--- src/rtl/bpu_pkg.sv ---
// Shared types and helpers for the branch resolution path.
package bpu_pkg;

    localparam int unsigned PC_W   = 8;
    localparam int unsigned FLAG_W = 5;

    // Bit positions inside the {pf,sf,of,zf,cf} ALU flag vector
    localparam int unsigned FLAG_CF = 0;
    localparam int unsigned FLAG_ZF = 1;
    localparam int unsigned FLAG_OF = 2;
    localparam int unsigned FLAG_SF = 3;
    localparam int unsigned FLAG_PF = 4;

    typedef enum logic [3:0] {
        COND_ALWAYS  = 4'd0,
        COND_Z       = 4'd1,
        COND_NZ      = 4'd2,
        COND_C       = 4'd3,
        COND_NC      = 4'd4,
        COND_S       = 4'd5,
        COND_NS      = 4'd6,
        COND_O       = 4'd7,
        COND_NO      = 4'd8,
        COND_P       = 4'd9,
        COND_NP      = 4'd10,
        COND_LT      = 4'd11,
        COND_GT      = 4'd12,
        COND_NEVER_D = 4'd13,
        COND_NEVER_E = 4'd14,
        COND_NEVER_F = 4'd15
    } cond_e;

    typedef struct packed {
        logic [PC_W-1:0] pc;
        logic [PC_W-1:0] target;
        logic            taken;
    } pred_entry_t;

    typedef enum logic {
        RUN   = 1'b0,
        FLUSH = 1'b1
    } bru_state_e;

    // Real branch outcome for a condition code given the ALU flags
    function automatic logic cond_eval(input cond_e c, input logic [FLAG_W-1:0] f);
        logic zf, cf, sf, of, pf;
        zf = f[FLAG_ZF];
        cf = f[FLAG_CF];
        sf = f[FLAG_SF];
        of = f[FLAG_OF];
        pf = f[FLAG_PF];
        case (c)
            COND_ALWAYS: return 1'b1;
            COND_Z:      return zf;
            COND_NZ:     return ~zf;
            COND_C:      return cf;
            COND_NC:     return ~cf;
            COND_S:      return sf;
            COND_NS:     return ~sf;
            COND_O:      return of;
            COND_NO:     return ~of;
            COND_P:      return pf;
            COND_NP:     return ~pf;
            COND_LT:     return sf ^ of;
            COND_GT:     return ~(sf ^ of) & ~zf;
            default:     return 1'b0;
        endcase
    endfunction

endpackage

--- src/rtl/bpu_pred_fifo.sv ---
// In-order store of outstanding predictions; clear wins over push/pop.
module bpu_pred_fifo
    import bpu_pkg::*;
#(
    parameter int unsigned DEPTH = 4
) (
    input  logic        clk_i,
    input  logic        rst_ni,
    input  logic        push_i,
    input  pred_entry_t push_data_i,
    input  logic        pop_i,
    input  logic        clear_i,
    output pred_entry_t head_o,
    output logic        full_o,
    output logic        empty_o
);

    localparam int unsigned PTR_W = $clog2(DEPTH);
    localparam int unsigned CNT_W = PTR_W + 1;

    pred_entry_t        mem [DEPTH];
    logic [PTR_W-1:0]   wr_ptr;
    logic [PTR_W-1:0]   rd_ptr;
    logic [CNT_W-1:0]   count;
    logic               do_push;
    logic               do_pop;

    assign full_o  = (count == CNT_W'(DEPTH));
    assign empty_o = (count == '0);
    assign head_o  = mem[rd_ptr];

    // A pop frees a slot in the same cycle, so push is allowed at full when popping
    assign do_push = push_i & (~full_o | pop_i);
    assign do_pop  = pop_i & ~empty_o;

    // Pointer and occupancy tracking
    always_ff @(posedge clk_i) begin
        if (!rst_ni || clear_i) begin
            wr_ptr <= '0;
            rd_ptr <= '0;
            count  <= '0;
        end else begin
            if (do_push) wr_ptr <= wr_ptr + PTR_W'(1);
            if (do_pop)  rd_ptr <= rd_ptr + PTR_W'(1);
            case ({do_push, do_pop})
                2'b10:   count <= count + CNT_W'(1);
                2'b01:   count <= count - CNT_W'(1);
                default: count <= count;
            endcase
        end
    end

    // Entry storage; contents are don't-care until pushed
    always_ff @(posedge clk_i) begin
        if (do_push && !clear_i) mem[wr_ptr] <= push_data_i;
    end

endmodule

--- src/rtl/branch_resolve_unit.sv ---
// Retires predicted branches in order, reports outcomes and flushes on mispredicts.
module branch_resolve_unit
    import bpu_pkg::*;
#(
    parameter int unsigned STEP_NUM   = 4,
    parameter int unsigned ADDR_WIDTH = PC_W
) (
    input  logic                  clk_i,
    input  logic                  rst_ni,
    input  logic                  pred_valid_i,
    input  logic                  pred_taken_i,
    input  logic [ADDR_WIDTH-1:0] pred_pc_i,
    input  logic [ADDR_WIDTH-1:0] pred_target_i,
    output logic                  pred_ready_o,
    input  logic                  res_valid_i,
    input  logic [3:0]            res_cond_i,
    input  logic [4:0]            flags_i,
    output logic                  conditional_jump_o,
    output logic                  shouldnt_jump_o,
    output logic                  upd_valid_o,
    output logic [ADDR_WIDTH-1:0] upd_pc_o,
    output logic                  flush_o,
    output logic [ADDR_WIDTH-1:0] redirect_pc_o,
    output logic                  underflow_o,
    output logic [15:0]           branch_cnt_o,
    output logic [15:0]           mispred_cnt_o
);

    bru_state_e  state_q;
    bru_state_e  state_d;
    pred_entry_t head;
    pred_entry_t push_entry;
    logic        fifo_full;
    logic        fifo_empty;
    logic        fifo_push;
    logic        resolve;
    logic        underflow_hit;
    logic        actual;
    logic        mispredict;

    assign push_entry = '{pc: pred_pc_i, target: pred_target_i, taken: pred_taken_i};

    bpu_pred_fifo #(
        .DEPTH (STEP_NUM)
    ) u_fifo (
        .clk_i       (clk_i),
        .rst_ni      (rst_ni),
        .push_i      (fifo_push),
        .push_data_i (push_entry),
        .pop_i       (resolve),
        .clear_i     (mispredict),
        .head_o      (head),
        .full_o      (fifo_full),
        .empty_o     (fifo_empty)
    );

    assign actual     = cond_eval(cond_e'(res_cond_i), flags_i);
    assign mispredict = resolve & (actual != head.taken);
    // A prediction arriving alongside a mispredict is younger than the fault and is dropped
    assign fifo_push  = pred_valid_i & pred_ready_o & ~mispredict;

    // State register
    always_ff @(posedge clk_i) begin
        if (!rst_ni) state_q <= RUN;
        else         state_q <= state_d;
    end

    // Next-state: a mispredict costs exactly one flush cycle
    always_comb begin
        state_d = state_q;
        case (state_q)
            RUN:     if (mispredict) state_d = FLUSH;
            FLUSH:   state_d = RUN;
            default: state_d = RUN;
        endcase
    end

    // Per-state handshake and resolve qualification
    always_comb begin
        pred_ready_o  = 1'b0;
        resolve       = 1'b0;
        underflow_hit = 1'b0;
        case (state_q)
            RUN: begin
                pred_ready_o  = rst_ni & ~fifo_full;
                resolve       = res_valid_i & ~fifo_empty;
                underflow_hit = res_valid_i & fifo_empty;
            end
            default: ;
        endcase
    end

    // Registered resolution results, pulses valid for one cycle after resolve
    always_ff @(posedge clk_i) begin
        if (!rst_ni) begin
            conditional_jump_o <= 1'b0;
            shouldnt_jump_o    <= 1'b0;
            upd_valid_o        <= 1'b0;
            upd_pc_o           <= '0;
            flush_o            <= 1'b0;
            redirect_pc_o      <= '0;
            underflow_o        <= 1'b0;
            branch_cnt_o       <= '0;
            mispred_cnt_o      <= '0;
        end else begin
            upd_valid_o        <= resolve;
            conditional_jump_o <= resolve & actual;
            shouldnt_jump_o    <= resolve & head.taken & ~actual;
            flush_o            <= mispredict;
            if (resolve) begin
                upd_pc_o     <= head.pc;
                branch_cnt_o <= branch_cnt_o + 16'd1;
            end
            if (mispredict) begin
                redirect_pc_o <= actual ? head.target : head.pc + ADDR_WIDTH'(1);
                mispred_cnt_o <= mispred_cnt_o + 16'd1;
            end
            if (underflow_hit) underflow_o <= 1'b1;
        end
    end

endmodule

--- config.mk ---
export PLATFORM = sky130hd
export DESIGN_NAME = branch_resolve_unit
export DESIGN_NICKNAME = d
export VERILOG_FILES = /design/src/rtl/bpu_pkg.sv /design/src/rtl/bpu_pred_fifo.sv /design/src/rtl/branch_resolve_unit.sv
export SDC_FILE = /design/constraint.sdc
export NUM_CORES = 1
export LEC_CHECK = 0
export CORE_MARGIN = 4
export CORE_UTILIZATION = 30
export CTS_BUF_LIST = sky130_fd_sc_hd__clkbuf_4 sky130_fd_sc_hd__clkbuf_8
export CTS_CLUSTER_DIAMETER = 120
export DETAILED_ROUTE_END_ITERATION = 8
export GPL_TIMING_DRIVEN = 0
export PLACE_DENSITY = 0.61
export SETUP_SLACK_MARGIN = 0.5
export SYNTH_ARGS = -nofsm -noshare
export SYNTH_HDL_FRONTEND = slang
export SYNTH_SLANG_ARGS = --single-unit
export TNS_END_PERCENT = 20
--- constraint.sdc ---
create_clock -name clk_i -period 4.2 [get_ports clk_i]
set_input_delay 0.63 -clock clk_i [delete_from_list [all_inputs] [get_ports clk_i]]
set_output_delay 0.63 -clock clk_i [all_outputs]
set_load 0.02 [all_outputs]
---- After elaboration in Yosys (flattened, before gate mapping) ----
Memory sizes are Yosys's and may differ from the RTL's. A register that Yosys moved wholly into a read port is not among the register bits.
Index checks and enable logic that the tools add are counted.
cells by class
  add/subtract/negate cells ............... 7
  eq/ne operators ......................... 16
  multiplexer cells ....................... 12
  bitwise operators ....................... 25
  reductions and logical operators ........ 7
operator list
  operator                                                               count
  16-bit by 1-bit adder with 16-bit output, second input constant        2
  4-bit equality test, second input constant                             5
  4-bit by 3-bit equality test with 1-bit output, second input constant  4
  1-bit case mux with 13 select lines                                    1
  1-bit bitwise AND                                                      12
  1-bit NOT                                                              11
  8-bit by 1-bit adder with 8-bit output, second input constant          1
  4-bit by 2-bit equality test with 1-bit output, second input constant  2
  8-bit 2-to-1 mux                                                       1
  1-bit 2-to-1 mux                                                       6
  3-bit case mux with 2 select lines                                     1
  2-bit by 1-bit adder with 2-bit output, second input constant          2
  4-bit by 1-bit equality test with 1-bit output, second input constant  1
  4-bit zero test                                                        1
  2-bit 2-to-1 mux                                                       2
  3-bit by 1-bit adder with 3-bit output, second input constant          1
  3-bit equality test, second input constant                             1
  3-bit zero test                                                        1
  3-bit by 1-bit subtractor with 3-bit output, second input constant     1
  2-bit by 1-bit equality test with 1-bit output, second input constant  1
  2-bit equality test, second input constant                             1
  1-bit zero test                                                        2
  1-bit case mux with 2 select lines                                     1
  2-bit nonzero test                                                     1
  other kinds (5)                                                        5
storage, ports and cells
  flip-flop bits (word level) ............. 61
  bits in writable memories ............... 68
  input port bits ......................... 30
  output and inout bits ................... 54
  logic and storage cells ................. 81
  memories kept ........................... 1
memories
  name        depth  bits a word  read ports  clocked after Yosys merged registers in  wr ports  line                 RTL
  u_fifo.mem  4      17           1           1                                        1         bpu_pred_fifo.sv:21  pred_entry_t mem [DEPTH];

---- Longest topological paths before layout ----
  depth in word-level cells ............... 12
  gate-level depth with buffers ........... 14
  mapped depth without buffers ............ 14

---- Hierarchy ----
A second synthesis with hierarchy kept.
unflattened totals
  cells, all modules ...................... 490
  area total of the unflattened synthesis .. 5879.4 um2
modules (own cells, without submodules)
  module               instances  cells each  area each (um2)  seq. area each (um2)
  bpu_pred_fifo        1          145         2955.3           2222.1
  branch_resolve_unit  1          345         2924.1           1081.0

---- Worst setup path after synthesis ----
OpenSTA, ideal clock, no wires.
  path kind ............................... input to register
  start ................................... in res_cond_i[0]
  end ..................................... reg u_fifo.count[2]
  setup time .............................. 0.115 ns
  arrival ................................. 3.002 ns
  data required time ...................... 4.085 ns
  setup slack ............................. 1.083 ns
  cell stages on the path ................. 14
  path buffers ............................ 1
  cell sequence ........................... buf_6 o21bai_1 mux2_4 a311o_4 a21o_4 and3_1 inv_1 ha_1 inv_1 fa_1 xor2_1 nor2_1 xnor2_1 nor2_1
on the way
  longest elaborated chain between the ends .. 9
ends and longest elaborated chain
  item                                                                                          line                       RTL
  start: declaration                                                                            branch_resolve_unit.sv:16  input logic [3:0] res_cond_i,
  4-bit equality test, or another cell as far along                                             bpu_pkg.sv:52              case (c)
  1-bit case mux with 13 select lines *                                                         bpu_pkg.sv:52
  1-bit != test *                                                                               branch_resolve_unit.sv:58  assign mispredict = resolve & (actual != head.taken);
  1-bit bitwise AND *                                                                           branch_resolve_unit.sv:58
  1-bit NOT                                                                                     branch_resolve_unit.sv:60  assign fifo_push = pred_valid_i & pred_ready_o & ~mispredict;
  1-bit bitwise AND                                                                             branch_resolve_unit.sv:60
  1-bit bitwise AND                                                                             bpu_pred_fifo.sv:33        assign do_push = push_i & (~full_o | pop_i);
  2-bit by 1-bit equality test with 1-bit output / 2-bit equality test (equally long branches)  bpu_pred_fifo.sv:45        case ({do_push, do_pop})
  3-bit case mux with 2 select lines / 2-bit nonzero test (equally long branches)               n/a
  end signal: assignment                                                                        bpu_pred_fifo.sv:46        2'b10: count <= count + CNT_W'(1);
  end signal: assignment                                                                        bpu_pred_fifo.sv:47        2'b01: count <= count - CNT_W'(1);
  end signal: assignment                                                                        bpu_pred_fifo.sv:48        default: count <= count;
  end: declaration                                                                              bpu_pred_fifo.sv:24        logic [CNT_W-1:0] count;
Every way passes the cells marked *; elsewhere a longest branch is shown, timed or not.
A chain may end at the register's enable or synchronous reset.

---- Final worst setup path ----
  start ................................... in flags_i[3]
  end ..................................... reg u_fifo.count[2]
on the way
  longest elaborated chain between the ends .. 11
ends and longest elaborated chain
  item                                                                                          line                          RTL
  start: declaration                                                                            branch_resolve_unit.sv:17     input logic [4:0] flags_i,
  1-bit bitwise XOR                                                                             bpu_pkg.sv:64, bpu_pkg.sv:65
  1-bit NOT                                                                                     bpu_pkg.sv:65                 COND_GT: return ~(sf ^ of) & ~zf;
  1-bit bitwise AND                                                                             bpu_pkg.sv:65
  1-bit case mux with 13 select lines *                                                         bpu_pkg.sv:52
  1-bit != test *                                                                               branch_resolve_unit.sv:58
  1-bit bitwise AND *                                                                           branch_resolve_unit.sv:58
  1-bit NOT                                                                                     branch_resolve_unit.sv:60
  1-bit bitwise AND                                                                             branch_resolve_unit.sv:60
  1-bit bitwise AND                                                                             bpu_pred_fifo.sv:33
  2-bit by 1-bit equality test with 1-bit output / 2-bit equality test (equally long branches)  bpu_pred_fifo.sv:45
  3-bit case mux with 2 select lines / 2-bit nonzero test (equally long branches)               n/a
Marked as above.

==> flow_summary.ini <==
[synth]
async_reset_ff_frac = 0
synth_area_leaders = edfxtp_1, dfxtp_1, mux4_2, nand2_1, mux2i_1
synth_area_leader_cell = edfxtp_1
ys.flop_type = edfxtp_1
yosys.area.top_type_share = 0.354
avgSynthCellArea_um2 = 12.2
synth_cell_types = 64
postSynthCellCount = 472
yosysWarnings = 0
syn_area_um2 = 5770
synth-edff-count = 68
synthesis.nets = 511
yosysSeqAreaShare = 0.572
netlist_top_cells_count = edfxtp_1, dfxtp_1, nand2_1
ys_ff_latch = 131
synth_most_common_cell = edfxtp_1

[sta]
skew_ns = 0.0130
min_period_over_period = 0.773
tightest_slew_ns = 0.942
rsz0062_at_grt = no
finalSetupTns_ns = 0
finalSetupViolCount = 0
period_needed_ns = 3.25
slew_violations = 0
hold_viol_final = 0
slew_headroom = 0.372
max_freq_mhz = 308

[layout]
fin_nets = 610
area_delta_synth_final_pct = 26.1
layout.cells.non_filler = 844
post-route-util = 0.387
layout-drive-gt1-share = 0.149
diodes = 0

[grt]
antenna_found_initial = 0
grtUsageTotal = 0.128
grt_pass1_vias = 4165
grt_pass1_wl_um = 21700
grt_overflow = 0
grt_max_degree = 18

[placement]
place_inst = 812
dp_hpwl_um = 9780
io_buffers = 80
globalplace.congestion = 0.845

[clocking]
numCtsBuffers = 17
cts_setup_buffers = 0
hold_buffers = 0
clk_pin_slew_ns = 0.08
insertion_delay_ns = 0.44
cts_buffer_depth = 2
root_buffer = clkbuf_8
clkSinkCount = 131
h-tree-depth = 4
cts_resized = 0
cts_tree = built

[drt]
remaining_drc_errors = 0
ant_nets = 0
wl_um = 13500
drt_iter0_drc = 195
post_drt_wl_per_cell_um = 16.0
vias_per_cell = 4.77
drt-pass1-iter-count = 4
vias = 4022

[power_and_ir_drop]
peakVddDrop_uv = 329
pwr_density_cell_nw_per_um2 = 453
leakagePower_nw = 2.36
finalPower_w = 0.00329

[critical_path]
ff2ff_setup_slack_ns = 1.15
cp_num_buf_inv = 4
crit_path_frequent_cell = inv_1
cp-end-kind = flip-flop
reg2reg_depth = 13
path_max_fanout = 7
worstSetupStartpointType = primary input
cp_top_family = buffers and inverters
cp.arrival_ns = 3.59
cp_slowest_cell = clkdlybuf4s50_1
crit_chain = clkdlybuf4s50_1, inv_1, mux2_4, a311o_4, a21o_4, and3_1, inv_1, ha_1, inv_1, fa_1, xor2_1, nor2_1, xnor2_1, nor2_1
required_ns = 4.54
r2r-end = u_fifo.count[2]$_SDFFE_PP0P_
critPathKind = in -> reg
slowest_delay_ns = 0.53

[floorplan]
core-area_um2 = 18800
start_util = 0.307
dieArea_um2 = 21500
die_w_um = 147
die_h_um = 147
ios = 84
rows = 50

[worst_hold_path]
holdPathStages = 2
min-delay-start = upd_pc_o[4]$_SDFFE_PN0P_
min_to = upd_pc_o[4]$_SDFFE_PN0P_
hold_path.class = reg -> reg

[flow_run]
drv_cap = 0

[status]
status = finished clean
-- worst max path at each step --
stage | endpoint | startpoint | slack (ns) | depth (start not counted)
2_1_floorplan | u_fifo.count[2]$_SDFFE_PP0P_ | res_cond_i[0] | 1.08 | 14
3_3_place_gp | u_fifo.count[2]$_SDFFE_PP0P_ | flags_i[3] | 0.54 | 14
3_5_place_dp | u_fifo.count[2]$_SDFFE_PP0P_ | flags_i[3] | 0.47 | 14
4_1_cts | u_fifo.count[2]$_SDFFE_PP0P_ | flags_i[3] | 0.96 | 14
5_1_grt | u_fifo.count[2]$_SDFFE_PP0P_ | res_valid_i | 0.83 | 15
6_report | u_fifo.count[2]$_SDFFE_PP0P_ | flags_i[3] | 0.95 | 14
-- state kept, by name, indices dropped and copies added, names as in the netlist, 2 cells and up, named ones only --
register and cells:
u_fifo.count 3, u_fifo.wr_ptr 2, u_fifo.rd_ptr 2, mispred_cnt_o 16
redirect_pc_o 8, upd_pc_o 8, branch_cnt_o 16, u_fifo.mem 68
-- cell type report --
class                           count  area (um^2)
Fill cell                        1826        11600
Timing Repair Buffer               80          801
Clock inverter                     11          105
Multi-Input combinational cell    309         2300
Tap cell                          260          325
Buffer                             20          119
Inverter                           12         45.0
Clock buffer                       21          277
Sequential cell                   131         3300
-- report_power, final --
group          switching (W)  internal, W  leakage (nW)
Combinational       0.000424     0.000325          1.04
Sequential         0.0000655      0.00145          1.13
Clock               0.000512     0.000516         0.197
Total                0.00100      0.00229          2.36
-- metal layers --
metal	track usage	wire, um	up-vias	part of all wire
met5	0	0	-	0
met4	0.0353	155	0	0.011
met3	0.0444	806	14	0.060
met2	0.217	6710	106	0.50
met1	0.156	5840	1973	0.43
li1	-	-	1929	-
-- tightest hold or removal path, stage by stage, from the launching register on --
cell,delay (ns)
dfxtp_1,0.32
nand2_1,0.05
a21oi_1,0.05
-- cell usage in the layout, fill, tap and decap left out, types with 3 or more instances in the layout --
| cell type | count |
|---|---|
| clkinv_4 | 4 |
| mux4_2 | 17 |
| a21oi_2 | 12 |
| nand2_1 | 57 |
| a21oi_1 | 24 |
| clkbuf_1 | 9 |
| inv_1 | 10 |
| nand4_1 | 3 |
| buf_6 | 4 |
| and3_1 | 8 |
| mux2_2 | 3 |
| nor3_1 | 11 |
| clkinv_2 | 3 |
| buf_4 | 3 |
| and2_1 | 7 |
| mux2i_1 | 17 |
| edfxtp_1 | 68 |
| o21ai_0 | 8 |
| xor2_1 | 11 |
| or3_1 | 9 |
| nor2_1 | 23 |
| nand2b_1 | 15 |
| clkdlybuf4s50_1 | 80 |
| ha_1 | 8 |
| nand3_1 | 19 |
| xnor2_1 | 9 |
| clkbuf_8 | 19 |
| dfxtp_1 | 63 |
-- through the flow --
step	worst slack (ns)	hold WS [ns]	area, um^2
5_1_grt	0.826	0.497	7280
2_1_floorplan	1.08	0.467	5770
4_1_cts	0.963	0.474	7280
3_5_place_dp	0.471	0.458	6900
3_3_place_gp	0.541	0.452	6900
6_report	0.954	0.466	7280
-- kinds of logic (layout without fill, tap and decap cells) --
kind of cell,after synthesis,in the layout,synth area share
mux,39,39,0.106
compound gates,75,75,0.0995
buf+inv,32,144,0.0284
flops,131,131,0.572
simple gates,166,166,0.142
fa+ha+maj,9,9,0.0208
xor+xnor,20,20,0.0303
No activity file was read; power rests on OpenSTA's default activity.
